--- src/rtl/i3c_bus_input_filter.sv ---
// I3C pad input conditioning: synchronizer, spike filter, bus condition decode, idle timers.
// Define I3C_SPIKE_FILTER_EN to build the programmable spike filter.
module i3c_bus_input_filter #(
    parameter int SyncStages = 2,
    parameter int FilterCntW = 4,
    parameter int IdleCntW   = 20
) (
    input  logic                  clk_i,
    input  logic                  rst_i,
    input  logic                  scl_i,
    input  logic                  sda_i,
    input  logic [FilterCntW-1:0] filter_cycles_i,
    input  logic [IdleCntW-1:0]   t_bus_free_i,
    input  logic [IdleCntW-1:0]   t_bus_idle_i,
    output logic                  scl_o,
    output logic                  sda_o,
    output logic                  scl_posedge_o,
    output logic                  scl_negedge_o,
    output logic                  start_det_o,
    output logic                  rstart_det_o,
    output logic                  stop_det_o,
    output logic                  bus_busy_o,
    output logic                  bus_free_o,
    output logic                  bus_idle_o
);

    logic [SyncStages-1:0] scl_sync, sda_sync, fill;
    logic                  scl_s, sda_s, scl_nxt, sda_nxt;
    logic                  armed, cond_ok, both_high, lost_stop;
    logic                  idle_clr, idle_inc;
    logic [IdleCntW-1:0]   idle_cnt, idle_cnt_nxt, hung_cnt;

    assign scl_s = scl_sync[SyncStages-1];
    assign sda_s = sda_sync[SyncStages-1];

    always_ff @(posedge clk_i or posedge rst_i) begin
        if (rst_i) begin
            scl_sync <= '1;
            sda_sync <= '1;
            fill     <= '0;
        end else begin
            scl_sync <= {scl_sync[SyncStages-2:0], scl_i};
            sda_sync <= {sda_sync[SyncStages-2:0], sda_i};
            fill     <= {fill[SyncStages-2:0], 1'b1};
        end
    end

`ifdef I3C_SPIKE_FILTER_EN
    logic [FilterCntW-1:0] scl_cnt, sda_cnt;
    logic                  scl_take, sda_take;

    assign scl_take = (scl_s != scl_o) && (scl_cnt >= filter_cycles_i);
    assign sda_take = (sda_s != sda_o) && (sda_cnt >= filter_cycles_i);
    assign scl_nxt  = scl_take ? scl_s : scl_o;
    assign sda_nxt  = sda_take ? sda_s : sda_o;

    always_ff @(posedge clk_i or posedge rst_i) begin
        if (rst_i) begin
            scl_cnt <= '0;
            sda_cnt <= '0;
        end else begin
            scl_cnt <= (scl_s == scl_o || scl_take) ? '0 : scl_cnt + 1'b1;
            sda_cnt <= (sda_s == sda_o || sda_take) ? '0 : sda_cnt + 1'b1;
        end
    end
`else
    logic unused_filter;

    assign unused_filter = ^filter_cycles_i;
    assign scl_nxt       = scl_s;
    assign sda_nxt       = sda_s;
`endif

    // Conditions stay masked until both lines have settled on real samples after reset
    assign cond_ok   = armed & scl_o & scl_nxt & (sda_o ^ sda_nxt);
    assign both_high = scl_o & sda_o;
    assign lost_stop = bus_busy_o & both_high & (hung_cnt >= t_bus_idle_i);
    assign idle_clr  = ~both_high | start_det_o | rstart_det_o | lost_stop;
    assign idle_inc  = ~idle_clr & ~bus_busy_o;

    always_comb begin
        idle_cnt_nxt = idle_cnt;
        if (idle_clr) begin
            idle_cnt_nxt = '0;
        end else if (idle_inc && idle_cnt != '1) begin
            idle_cnt_nxt = idle_cnt + 1'b1;
        end
    end

    always_ff @(posedge clk_i or posedge rst_i) begin
        if (rst_i) begin
            scl_o         <= 1'b1;
            sda_o         <= 1'b1;
            armed         <= 1'b0;
            scl_posedge_o <= 1'b0;
            scl_negedge_o <= 1'b0;
            start_det_o   <= 1'b0;
            rstart_det_o  <= 1'b0;
            stop_det_o    <= 1'b0;
        end else begin
            scl_o         <= scl_nxt;
            sda_o         <= sda_nxt;
            armed         <= armed | (fill[SyncStages-1] &
                             (scl_nxt == scl_s) & (sda_nxt == sda_s));
            scl_posedge_o <= ~scl_o & scl_nxt;
            scl_negedge_o <= scl_o & ~scl_nxt;
            start_det_o   <= cond_ok & sda_o & ~bus_busy_o;
            rstart_det_o  <= cond_ok & sda_o & bus_busy_o;
            stop_det_o    <= cond_ok & ~sda_o;
        end
    end

    always_ff @(posedge clk_i or posedge rst_i) begin
        if (rst_i) begin
            bus_busy_o <= 1'b0;
            bus_free_o <= 1'b0;
            bus_idle_o <= 1'b0;
            idle_cnt   <= '0;
            hung_cnt   <= '0;
        end else begin
            if (start_det_o || rstart_det_o) begin
                bus_busy_o <= 1'b1;
            end else if (stop_det_o || lost_stop) begin
                bus_busy_o <= 1'b0;
            end
            idle_cnt   <= idle_cnt_nxt;
            bus_free_o <= idle_inc & (idle_cnt_nxt >= t_bus_free_i);
            bus_idle_o <= idle_inc & (idle_cnt_nxt >= t_bus_idle_i);
            // Busy with both lines high and no STOP seen: treat as a lost STOP
            if (bus_busy_o && both_high && !lost_stop) begin
                if (hung_cnt != '1) begin
                    hung_cnt <= hung_cnt + 1'b1;
                end
            end else begin
                hung_cnt <= '0;
            end
        end
    end

endmodule
--- config.mk ---
export PLATFORM = sky130hd
export DESIGN_NAME = i3c_bus_input_filter
export DESIGN_NICKNAME = d
export VERILOG_FILES = /design/src/rtl/i3c_bus_input_filter.sv
export SDC_FILE = /design/constraint.sdc
export NUM_CORES = 1
export LEC_CHECK = 0
export BUFFER_PORTS_ARGS = -buffer_cell sky130_fd_sc_hd__buf_4
export CAP_MARGIN = 20
export CORE_MARGIN = 3
export CORE_UTILIZATION = 39
export DETAILED_ROUTE_END_ITERATION = 8
export GPL_ROUTABILITY_DRIVEN = 0
export HOLD_SLACK_MARGIN = 0.08
export PLACE_DENSITY_LB_ADDON = 0.08
export SLEW_MARGIN = 30
export SYNTH_ARGS = -nofsm -noshare
export SYNTH_HDL_FRONTEND = slang
export SYNTH_SLANG_ARGS = --single-unit
--- constraint.sdc ---
create_clock -name clk_i -period 3.5 [get_ports clk_i]
set_input_delay 0.7 -clock clk_i [delete_from_list [all_inputs] [get_ports clk_i]]
set_output_delay 0.7 -clock clk_i [all_outputs]
set_load 0.02 [all_outputs]
==> results_dict.tcl <==
set metrics [dict create \
    yosys.area.top_type "dfrtp_1" \
    syn_nets 554 \
    nFillCells 939 \
    synthCells 444 \
    fin_util_pct 55.9 \
    drc 0 \
    die_h_um 108 \
    synth_area_per_cell_sq_um 9.15 \
    leakagePower_nw 2.86 \
    hold_buffers 0 \
    regArea_sq_mm 0.00143 \
    switching_share_pct 25.9 \
    report.final.slew_viol_count 0 \
    yosysTopAreaCellShare_pct 31.4 \
    firstDrtPassIters 4 \
    cts_tree "built" \
    num_rows 36 \
    finalCriticalPeriod_ps 3470 \
    crit_type "input pin to register" \
    hpwl_um 8030 \
    synth_edf_count 0 \
    synth_ff_type "dfrtp_1" \
    drtAntennaViolNets 0 \
    grt_max_degree 58 \
    crit_fanout 6 \
    synth_cell_types 51 \
    routed_wl_um 10300 \
    io_buffers 53 \
    synth_warnings 0 \
    drive_gt1_share_pct 31.9 \
    hold_path.class "register to register" \
    cp.required_ps 3730 \
    p_switching_mw 0.421 \
    antenna_found_initial 0 \
    arrival_ps 3690 \
    fin_ws_ps 31.2 \
    fp.dieW_um 108 \
    yosysMostFrequentCell "ha_1" \
    cts_buffers 9 \
    skew_ps 16.2 \
    num_antenna_cells 0 \
    rsz0062_at_grt "true" \
    dr_total_vias 3523 \
    insertion_delay_ps 340 \
    root_buffer "clkbuf_8" \
    initialDrtViolationCount 83 \
    grt_pass1_vias 3579 \
    synth_common_cells "ha_1, nor2_1, dfrtp_1, inv_1, nand2_1" \
    drv_cap 0 \
    synth_seq_cells 57 \
    post_dp_cell_area_sq_mm 0.00508 \
    multi_input_area_sq_mm 0.00259 \
    period_share_pct 99.1 \
    core_area_sq_mm 0.00995 \
    status "finished clean" \
    p_per_area_mw_per_mm2 292 \
    ios 58 \
    synthTopCellsByArea "dfrtp_1, ha_1, nor2_1" \
    ir_worst_vdd_v 0.000152 \
    async_flop_share_pct 100 \
    stdcell_area_sq_mm 0.00556 \
    grt_overflow_total 0 \
    cp-start-kind "input pin" \
    comb_power_share_pct 14.6 \
    hold_viol_final 0 \
    max_slew_margin_pct 51.1 \
    initial_core_util_pct 40.8 \
    fmax_mhz 288 \
    vias_per_cell 5.01 \
    p_int_mw 1.20 \
    die_area_sq_mm 0.0117 \
    fin_nets 675 \
    clk_pin_slew_ps 80 \
    finalSetupViolations 0 \
    worst_pin_slew_ps 734 \
    areaGrowthSynthToFinish_pct 36.9 \
    clock-sinks 57 \
    crit_path_end_kind "register" \
    place_ws_ps -535 \
    p_clk_share_pct 43.2 \
    power_frac_seq_pct 42.2 \
    cts_buffer_depth 2 \
    grt_pass1_wl_um 16800 \
    wl_per_cell_um 14.6 \
    htreeDepth 3 \
    netlist_area_sq_mm 0.00406 \
    synth_seq_area_share_pct 35.3 \
    grt_use_total_pct 18.2 \
]
state kept, by name, indices dropped and copies added, names as in the netlist:
signal	flops
stop_det_o	1
start_det_o	1
bus_idle_o	1
scl_sync	2
scl_negedge_o	1
sda_o	1
hung_cnt	20
armed	1
rstart_det_o	1
bus_free_o	1
scl_posedge_o	1
idle_cnt	20
sda_sync	2
scl_o	1
fill	2
bus_busy_o	1
through the flow:
step                      cells  power [mW]  TNS [ps]  hold WS, ps
after floorplan             444       0.804         0          331
after global placement      681       0.909      -931          333
after global routing        703        1.70      -228          368
after detailed placement    681       0.914     -1070          337
final                       703        1.63         0          353
after CTS                   701        1.65         0          355
critical path, stage by stage:
cell and delay, ps:
buf_6 100, inv_4 50, ha_4 180, and2_4 150, a221o_1 320, a221oi_2 320
or2_4 200, nand3_4 100, buf_12 160, a311oi_4 330, ha_1 310, a21o_1 180
a21o_1 160, a21oi_2 130, a21oi_2 70, o211a_1 220
power groups by stage:
stage / registers [mW] / logic (mW) / clock network [mW]
5_1_grt: 0.689 / 0.262 / 0.748
4_1_cts: 0.686 / 0.235 / 0.724
3_3_place_gp: 0.698 / 0.210 / 0
3_5_place_dp: 0.699 / 0.216 / 0
6_report: 0.686 / 0.237 / 0.702
2_1_floorplan: 0.706 / 0.0976 / 0
routing by layer:
metal,wire [um],track usage (%)
met3,210,2.39
met5,0,0
met1,4740,23.4
met4,117,5.95
met2,5230,31.7
cell type report:
| cell class | instances | share of cell area [%] |
|---|---|---|
| inverter | 47 | 3.31 |
| tap | 133 | 2.99 |
| sequential | 57 | 25.8 |
| clock buffer | 9 | 2.23 |
| clock inverter | 7 | 1.84 |
| timing repair buffer | 119 | 17.2 |
| multi-input combinational | 331 | 46.6 |
path summary, 6_finish.rpt:
check / start / end / slack, ps / cells after the start
max reg2reg: hung_cnt[14] / bus_idle_o / 70 / 18
min in group asynchronous: rst_i / start_det_o / 580 / 3
max: t_bus_idle_i[14] / bus_idle_o / 30 / 16
min reg2reg: fill[0] / fill[1] / 350 / 0
min: fill[0] / fill[1] / 350 / 0
max in group asynchronous: rst_i / idle_cnt[14] / 2440 / 3
repair_timing:
item                       in CTS  in global routing
buffers inserted                3                  2
setup endpoints to repair       2                  2
cloned                          1                  0
resized for setup              25                 18
pin swaps                      17                 20
placed cells by master (no fill, tap or decap), types with 3 or more instances in the layout:
master	count
buf_4	111
ha_1	58
dfrtp_1	51
nor2_1	49
inv_1	43
nand2_1	27
nand4_1	20
xnor2_1	17
nand3_1	15
a21o_1	15
a21oi_1	13
xor2_1	12
nor3_1	11
clkbuf_8	9
a21oi_2	8
and4_1	6
and3_1	6
mux2i_1	6
dfstp_2	6
buf_6	5
nor3_2	4
nor2_2	4
nor2b_1	3
o21ai_1	3
and2_1	3
nand4b_1	3
o211ai_1	3
inv_4	3
ha_4	3
cells by family after synthesis:
group / count (synthesis) / synth area share [%]
AOI/OAI and AO/OA: 62 / 10.7
xor gates and xnor gates: 29 / 6.25
adders and majority gates: 62 / 19.1
buffers and inverters: 56 / 5.48
DFF: 57 / 35.3
muxes: 6 / 1.48
other: 1 / 0.0923
and+or+nand+nor: 171 / 21.7
Power figures use the tool's default switching activity.
